==> config.mk <==
export PLATFORM = sky130hd
export DESIGN_NAME = seq_divider_flat
export DESIGN_NICKNAME = d
export VERILOG_FILES = /design/src/rtl/seq_divider_if.sv /design/src/rtl/seq_divider.sv /design/src/flat_wrapper.sv
export SDC_FILE = /design/constraint.sdc
export NUM_CORES = 1
export LEC_CHECK = 0
export BUFFER_PORTS_ARGS = -buffer_cell sky130_fd_sc_hd__buf_2
export CORE_MARGIN = 10
export CORE_UTILIZATION = 48
export DETAILED_ROUTE_END_ITERATION = 12
export PLACE_DENSITY_LB_ADDON = 0.05
export SLEW_MARGIN = 10
export SYNTH_ARGS = -nofsm -noshare
export SYNTH_HDL_FRONTEND = slang
export SYNTH_SLANG_ARGS = --single-unit
==> constraint.sdc <==
create_clock -name clock -period 2.5 [get_ports clock]
set_input_delay 0.125 -clock clock [delete_from_list [all_inputs] [get_ports clock]]
set_output_delay 0.125 -clock clock [all_outputs]
set_load 0.005 [all_outputs]
==> src/rtl/seq_divider_if.sv <==
// Handshake and operand/result bundle for the sequential divider.
// The master side requests divisions; the slave side is the divider itself.
interface seq_divider_if #(
    parameter int N = 4
);
    logic         start;
    logic [N-1:0] dividend;
    logic [N-1:0] divisor;
    logic         busy;
    logic         done;
    logic [N-1:0] quotient;
    logic [N-1:0] remainder;
    logic         div_by_zero;

    modport master (
        output start, dividend, divisor,
        input  busy, done, quotient, remainder, div_by_zero
    );

    modport slave (
        input  start, dividend, divisor,
        output busy, done, quotient, remainder, div_by_zero
    );
endinterface

==> src/rtl/seq_divider.sv <==
// Multi-cycle unsigned restoring divider: one shift/trial-subtract step per
// clock, N steps per operation, single operation in flight via start/done.
module seq_divider #(
    parameter int N = 4
) (
    input  logic         clock,
    input  logic         resetn,
    seq_divider_if.slave bus
);
    localparam int CW = (N > 1) ? $clog2(N) : 1;

    typedef enum logic [1:0] {
        S_IDLE = 2'd0,
        S_RUN  = 2'd1,
        S_DONE = 2'd2
    } state_t;

    state_t        state_q, state_d;
    logic [N-1:0]  r_q, r_d;        // partial remainder
    logic [N-1:0]  q_q, q_d;        // dividend shifting out / quotient shifting in
    logic [N-1:0]  d_q, d_d;        // latched divisor
    logic [CW-1:0] count_q, count_d;
    logic [N-1:0]  quot_q, quot_d;
    logic [N-1:0]  rem_q, rem_d;
    logic          dbz_q, dbz_d;

    logic [N:0]    r_shift;         // R' is one bit wider so the shift cannot overflow
    logic [N-1:0]  trial;
    logic          borrow;
    logic [N-1:0]  r_next;
    logic [N-1:0]  q_next;

    // One iteration: shift {R,Q} left and trial-subtract D through a ripple-borrow chain
    always_comb begin
        r_shift = {r_q, q_q[N-1]};
        trial   = '0;
        borrow  = 1'b0;
        for (int i = 0; i < N; i++) begin
            trial[i] = r_shift[i] ^ d_q[i] ^ borrow;
            borrow   = (~r_shift[i] & d_q[i]) | (~(r_shift[i] ^ d_q[i]) & borrow);
        end
        // Top stage subtracts a zero divisor bit from the extra R' bit.
        borrow = ~r_shift[N] & borrow;
        r_next = borrow ? r_shift[N-1:0] : trial;
        q_next = {q_q[N-2:0], ~borrow};
    end

    // Next-state and result computation for the IDLE/RUN/DONE controller
    always_comb begin
        // NOTE: every signal gets a hold value first so no path leaves it unassigned (no latches).
        state_d = state_q;
        r_d     = r_q;
        q_d     = q_q;
        d_d     = d_q;
        count_d = count_q;
        quot_d  = quot_q;
        rem_d   = rem_q;
        dbz_d   = dbz_q;

        unique case (state_q)
            S_RUN: begin
                r_d     = r_next;
                q_d     = q_next;
                count_d = count_q + 1'b1;
                if (count_q == CW'(N - 1)) begin
                    state_d = S_DONE;
                    quot_d  = q_next;
                    rem_d   = r_next;
                    dbz_d   = 1'b0;
                end
            end
            default: begin
                // IDLE and DONE both accept a new request; DONE otherwise falls back to IDLE.
                state_d = S_IDLE;
                if (bus.start) begin
                    if (bus.divisor == '0) begin
                        state_d = S_DONE;
                        quot_d  = '1;
                        rem_d   = bus.dividend;
                        dbz_d   = 1'b1;
                    end else begin
                        state_d = S_RUN;
                        d_d     = bus.divisor;
                        q_d     = bus.dividend;
                        r_d     = '0;
                        count_d = '0;
                    end
                end
            end
        endcase
    end

    // State and result registers
    always_ff @(posedge clock or negedge resetn) begin
        // NOTE: all of these are plain registers (no RAM), so every one is cleared by reset.
        if (!resetn) begin
            state_q <= S_IDLE;
            r_q     <= '0;
            q_q     <= '0;
            d_q     <= '0;
            count_q <= '0;
            quot_q  <= '0;
            rem_q   <= '0;
            dbz_q   <= 1'b0;
        end else begin
            // NOTE: non-blocking so every register samples the pre-edge values together.
            state_q <= state_d;
            r_q     <= r_d;
            q_q     <= q_d;
            d_q     <= d_d;
            count_q <= count_d;
            quot_q  <= quot_d;
            rem_q   <= rem_d;
            dbz_q   <= dbz_d;
        end
    end

    assign bus.busy        = (state_q == S_RUN);
    assign bus.done        = (state_q == S_DONE);
    assign bus.quotient    = quot_q;
    assign bus.remainder   = rem_q;
    assign bus.div_by_zero = dbz_q;
endmodule

==> src/flat_wrapper.sv <==
// flat-port wrapper written by rule: the top's interface ports become plain ports
module seq_divider_flat 
#(
    parameter int N = 4
)
  (clock, resetn, bus_start, bus_dividend, bus_divisor, bus_busy, bus_done, bus_quotient, bus_remainder, bus_div_by_zero);
  seq_divider_if #(.N(N)) bus_i ();
  input  logic clock;
  input  logic resetn;
  input wire logic [$bits(bus_i.start)-1:0] bus_start;
  input wire logic [$bits(bus_i.dividend)-1:0] bus_dividend;
  input wire logic [$bits(bus_i.divisor)-1:0] bus_divisor;
  output wire logic [$bits(bus_i.busy)-1:0] bus_busy;
  output wire logic [$bits(bus_i.done)-1:0] bus_done;
  output wire logic [$bits(bus_i.quotient)-1:0] bus_quotient;
  output wire logic [$bits(bus_i.remainder)-1:0] bus_remainder;
  output wire logic [$bits(bus_i.div_by_zero)-1:0] bus_div_by_zero;
  assign bus_i.start = bus_start;
  assign bus_i.dividend = bus_dividend;
  assign bus_i.divisor = bus_divisor;
  assign bus_busy = bus_i.busy;
  assign bus_done = bus_i.done;
  assign bus_quotient = bus_i.quotient;
  assign bus_remainder = bus_i.remainder;
  assign bus_div_by_zero = bus_i.div_by_zero;
  seq_divider #(.N(N)) u_core (.clock(clock), .resetn(resetn), .bus(bus_i));
endmodule
After elaboration in Yosys (flattened, before gate mapping)
Index checks and enable logic that the tools add are counted.

word-level totals
  bits in registers = 25
  bits in latches = 0
  RAM bits = 0
  memory bits (read-only) = 0
  output and inout port bits = 11
  memories = 0

cells by class
  add/subtract/negate cells = 1
  multiply operators = 0
  divide/modulo/power cells = 0
  $lt $le $gt $ge = 0
  equality and inequality tests = 5
  shift operators = 0
  muxes and demuxes = 26
  bitwise gates (word level) = 29
  reduce and logical (&&, ||, !) cells = 6

operator list
  kind                                           count
  2-to-1 mux 4 bit                               15
  2-to-1 mux 2 bit                               7
  NOT 1 bit                                      11
  bitwise AND 1 bit                              8
  bitwise XOR 1 bit                              7
  AND reduction 3 bit                            2
  == test 2 bit, second input constant           2
  logical NOT 4 bit                              1
  2-to-1 mux 1 bit                               4
  nonzero test 2 bit                             2
  OR 1 bit                                       3
  adder 2 x 1 -> 2 bit, second input constant    1
  == test 2 x 1 -> 1 bit, second input constant  1
  != test 2 x 1 -> 1 bit, second input constant  1
  != test 2 bit, second input constant           1
  AND reduction 2 bit                            1

Logic depth before layout (Yosys ltp)
  depth after elaboration = 12
  gate-level depth with buffers = 9

Least setup slack after synthesis
OpenSTA, ideal clock, no wires.

  kind = register to register
  start point = register u_core.d_q[0]
  end point = register u_core.rem_q[2], in the netlist u_core.bus.remainder[2]
  arrival time = 2445 ps
  data required time = 2396 ps
  setup slack = -49 ps
  cell stages (with the launch flop) = 9
  buffers on the path = 1
  period minus slack after synthesis = 2549 ps
  cells stage by stage = dfrtp_1 -> ha_1 -> fa_1 -> fa_1 -> fa_1 -> nor2b_1 -> clkbuf_1 -> mux2_2 -> a221oi_1

on the way
  cells in the longest elaborated chain, start to end = 11
  elaborated cells on any way between the ends = 12

ends and longest elaborated chain
  element                           line                RTL
  from (decl)                       seq_divider.sv:21   logic [N-1:0] d_q, d_d;
  from (signal assigned)            seq_divider.sv:100  d_q <= '0;
  from (signal assigned)            seq_divider.sv:110  d_q <= d_d;
  bitwise AND 1 bit * (2 in a row)  seq_divider.sv:40   borrow = (~r_shift[i] & d_q[i]) | (~(r_shift[i] ^ d_q[i]) & borrow);
  OR 1 bit *                        seq_divider.sv:40
  bitwise AND 1 bit                 seq_divider.sv:40
  OR 1 bit                          seq_divider.sv:40
  bitwise AND 1 bit                 seq_divider.sv:40
  OR 1 bit                          seq_divider.sv:40
  bitwise AND 1 bit                 seq_divider.sv:43   borrow = ~r_shift[N] & borrow;
  2-to-1 mux 4 bit *                seq_divider.sv:44   r_next = borrow ? r_shift[N-1:0] : trial;
  2-to-1 mux 4 bit *                seq_divider.sv:65   if (count_q == CW'(N - 1)) begin
  2-to-1 mux 4 bit *                seq_divider.sv:60   unique case (state_q)
  to (signal assigned)              seq_divider.sv:113  rem_q <= rem_d;
  to (decl)                         seq_divider.sv:24   logic [N-1:0] rem_q, rem_d;

Mark *: on every way between the ends. The rest lies on a longest branch, timed or not. The select of a mux whose other input is x is not followed.
A chain may end at the register's enable or synchronous reset.

Worst setup path in the final report
Same ends and word-level chain as after synthesis.

==> metrics.yaml <==
job:
  cap_viol_max_count: 0
final_layout:
  layout-drive-gt1-share_pct: 31.85
  final_cell_mix: "25 x dfrtp_1, 21 x buf_2, 12 x inv_1"
  fin_nets: 152
  stdcell_count: 165
  final_core_util_pct: 57.90
  final_common_cell: "dfrtp_1"
  stdcell_area_um2: 1421
  syn2layout_area_growth_pct: 16.87
  n_antenna_cell: 0
timing:
  tightest_slew_ns: 0.5542
  final.setup.tns_ns: 0
  relSlewSlack_pct: 63.05
  fin_crit_ns: 2.429
  finalHoldViolCount: 0
  fmax_mhz: 411.8
  skew_ns: 0.002053
  period_share_pct: 97.15
  rsz0062_at_grt: "yes"
  setup_slack_ns: 0.07137
  setup_viol: 0
  report.final.slew_viol_count: 0
power:
  leakage_nw: 0.6637
  vdd_ir_drop_max_mv: 0.9141
  p_per_area_nw_per_um2: 1268
routing:
  routed_via_density: 5.382
  drt_iter0_drc: 54
  drtAntennaViolNets: 0
  drc: 0
  via_count: 888
  drt_wl_total_um: 2674
  wl_per_cell_um: 16.21
  drt_pass1_iterations: 4
grt:
  grt_max_degree: 26
  grt_pass1_wl_um: 4629
  antenna_found_initial: 0
  grt.total_usage_pct: 11.22
  grt-ovfl-total: 0
  grt_pass1_vias: 988
floorplanning:
  rows: 18
  fp.dieW_um: 70.34
  start_util_pct: 49.54
  core_um2: 2455
  dieHeight_um: 70.34
  die_area_um2: 4947
  ios: 22
placed_design:
  hpwl_um: 1998
  place.gp.congestion: 0.8542
  placed_area_um2: 1360
  preCtsSetupSlack_ns: -0.02985
  port_buffers: 21
  placed_cells: 160
synthesis:
  yosysWarnings: 0
  ys_ff_latch: 25
  syn_inst: 111
  netlist_area_um2: 1216
  synth_area_per_cell_um2: 10.96
  ys_types: 28
  ys_seq_area_share_pct: 51.44
  synth_nets: 127
critical_path:
  cp_max_fo: 5
  cpLargestDelayFamily: "adder cells"
  crit_arrival_ns: 2.66
  crit_buf_inv: 0
  critPathKind: "reg2reg"
  slowest_delay_ns: 0.41
  crit_top_cell: "fa_2"
  worstSetupEndpointType: "flip-flop"
  cp_slowest_cell: "dfrtp_1"
  ff2ff_setup_slack_ns: 0.07
  required_ns: 2.74
  crit_chain: "ha_2 -> fa_2 -> fa_2 -> fa_2 -> nor2b_4 -> mux2_4 -> a221oi_2"
  cp-start-kind: "flip-flop"
clock_tree:
  cts_max_path_buffers: 2
  root_buffer: "clkbuf_4"
  cts_sinks: 25
  clk_pin_slew_worst_paths_ns: 0.14
  cts_tree: "yes"
  clk_latency_ns: 0.31
  postCtsSetupRepairBufs: 0
  cts_buffers: 3
  h-tree-depth: 1
run_status:
  status: "finished clean"
hold_path:
  hold_class: "in2reg"
## where the power goes
part           switching, W  total, W  internal, W
logic              0.000452  0.000902     0.000450
clock network      0.000122  0.000184    0.0000624
registers          0.000119  0.000716     0.000597
## kinds of logic after synthesis
kind of cell / after synthesis / synth area share (%)
compound gates: 20 / 10.91
fa+ha+maj: 5 / 6.996
buf+inv: 17 / 5.658
flops: 25 / 51.44
mux: 13 / 11.52
simple gates: 31 / 13.48
## worst reg2reg max path: stages (launching register included)
cell and delay (ns):
dfrtp_1 0.41, ha_2 0.20, fa_2 0.33, fa_2 0.34, fa_2 0.34, nor2b_4 0.16, mux2_4 0.31, a221oi_2 0.26
## timing repair
action / in CTS / in global routing
setup endpoints to repair: 3 / 8
cloned: 0 / 0
endpoints found under the hold margin: 25 / 0
resized for setup: 3 / 4
pin swaps: 0 / 1
hold buffers: 1 / 0
## state kept, by name, indices dropped and copies added, names as in the netlist
| register | flops |
|---|---|
| u_core.state_q | 2 |
| u_core.d_q | 4 |
| u_core.bus.div_by_zero | 1 |
| u_core.q_q | 4 |
| u_core.r_q | 4 |
| u_core.bus.remainder | 4 |
| u_core.bus.quotient | 4 |
| u_core.count_q | 2 |
## cell type report
type	count	area, um^2
Fill cell	240	1033
Sequential cell	25	625.6
Multi-Input combinational cell	69	549.3
Timing Repair Buffer	25	137.6
Inverter	12	45.04
Tap cell	30	37.54
Clock buffer	4	26.28
## routing by layer
layer	GRT usage, %	vias up	wire length, um
met5	0	-	0
met4	4.386	0	26
met3	3.390	4	144
met2	18.06	17	1257
met1	13.55	430	1246
li1	-	437	-
## cell usage after synthesis, drive strengths merged
master	count	area, um^2
a221oi	3	26.28
nand2b	1	6.260
nand2	2	7.510
o221ai	1	8.760
nand3	7	35.03
and3b	1	8.760
a22oi	1	7.510
a31oi	1	6.260
o41ai	1	16.27
buf	2	12.51
dfrtp	25	625.6
o21bai	1	7.510
nor4	4	31.28
nor2	11	41.29
nor2b	2	12.51
mux2	8	90.09
inv	12	45.04
mux2i	5	50.05
a21oi	7	35.03
clkbuf	3	11.26
nand3b	1	7.510
fa	3	60.06
o21ai	5	25.02
nand4	1	6.260
ha	2	25.02
or4	1	7.510
## final timing paths
check,startpoint,depth (start not counted),end
setup / recovery,u_core.d_q[0]$_DFFE_PN0P_,7,u_core.bus.remainder[2]$_DFFE_PN0P_
setup reg to reg,u_core.d_q[0]$_DFFE_PN0P_,7,u_core.bus.remainder[2]$_DFFE_PN0P_
max in group asynchronous,resetn,2,u_core.d_q[2]$_DFFE_PN0P_
min in group asynchronous,resetn,2,u_core.bus.quotient[1]$_DFFE_PN0P_
hold / removal,bus_divisor[3],2,u_core.d_q[3]$_DFFE_PN0P_
hold reg to reg,u_core.count_q[0]$_DFFE_PN0P_,1,u_core.count_q[0]$_DFFE_PN0P_
## metrics by stage
step	hold WS, ns	power, W
floorplan	-0.1706	0.001298
global placement	0.1478	0.001547
detailed placement	0.1550	0.001573
CTS	0.09096	0.001791
global route	0.08432	0.001993
finish	0.1010	0.001802
(Power assumes the default switching activity.)
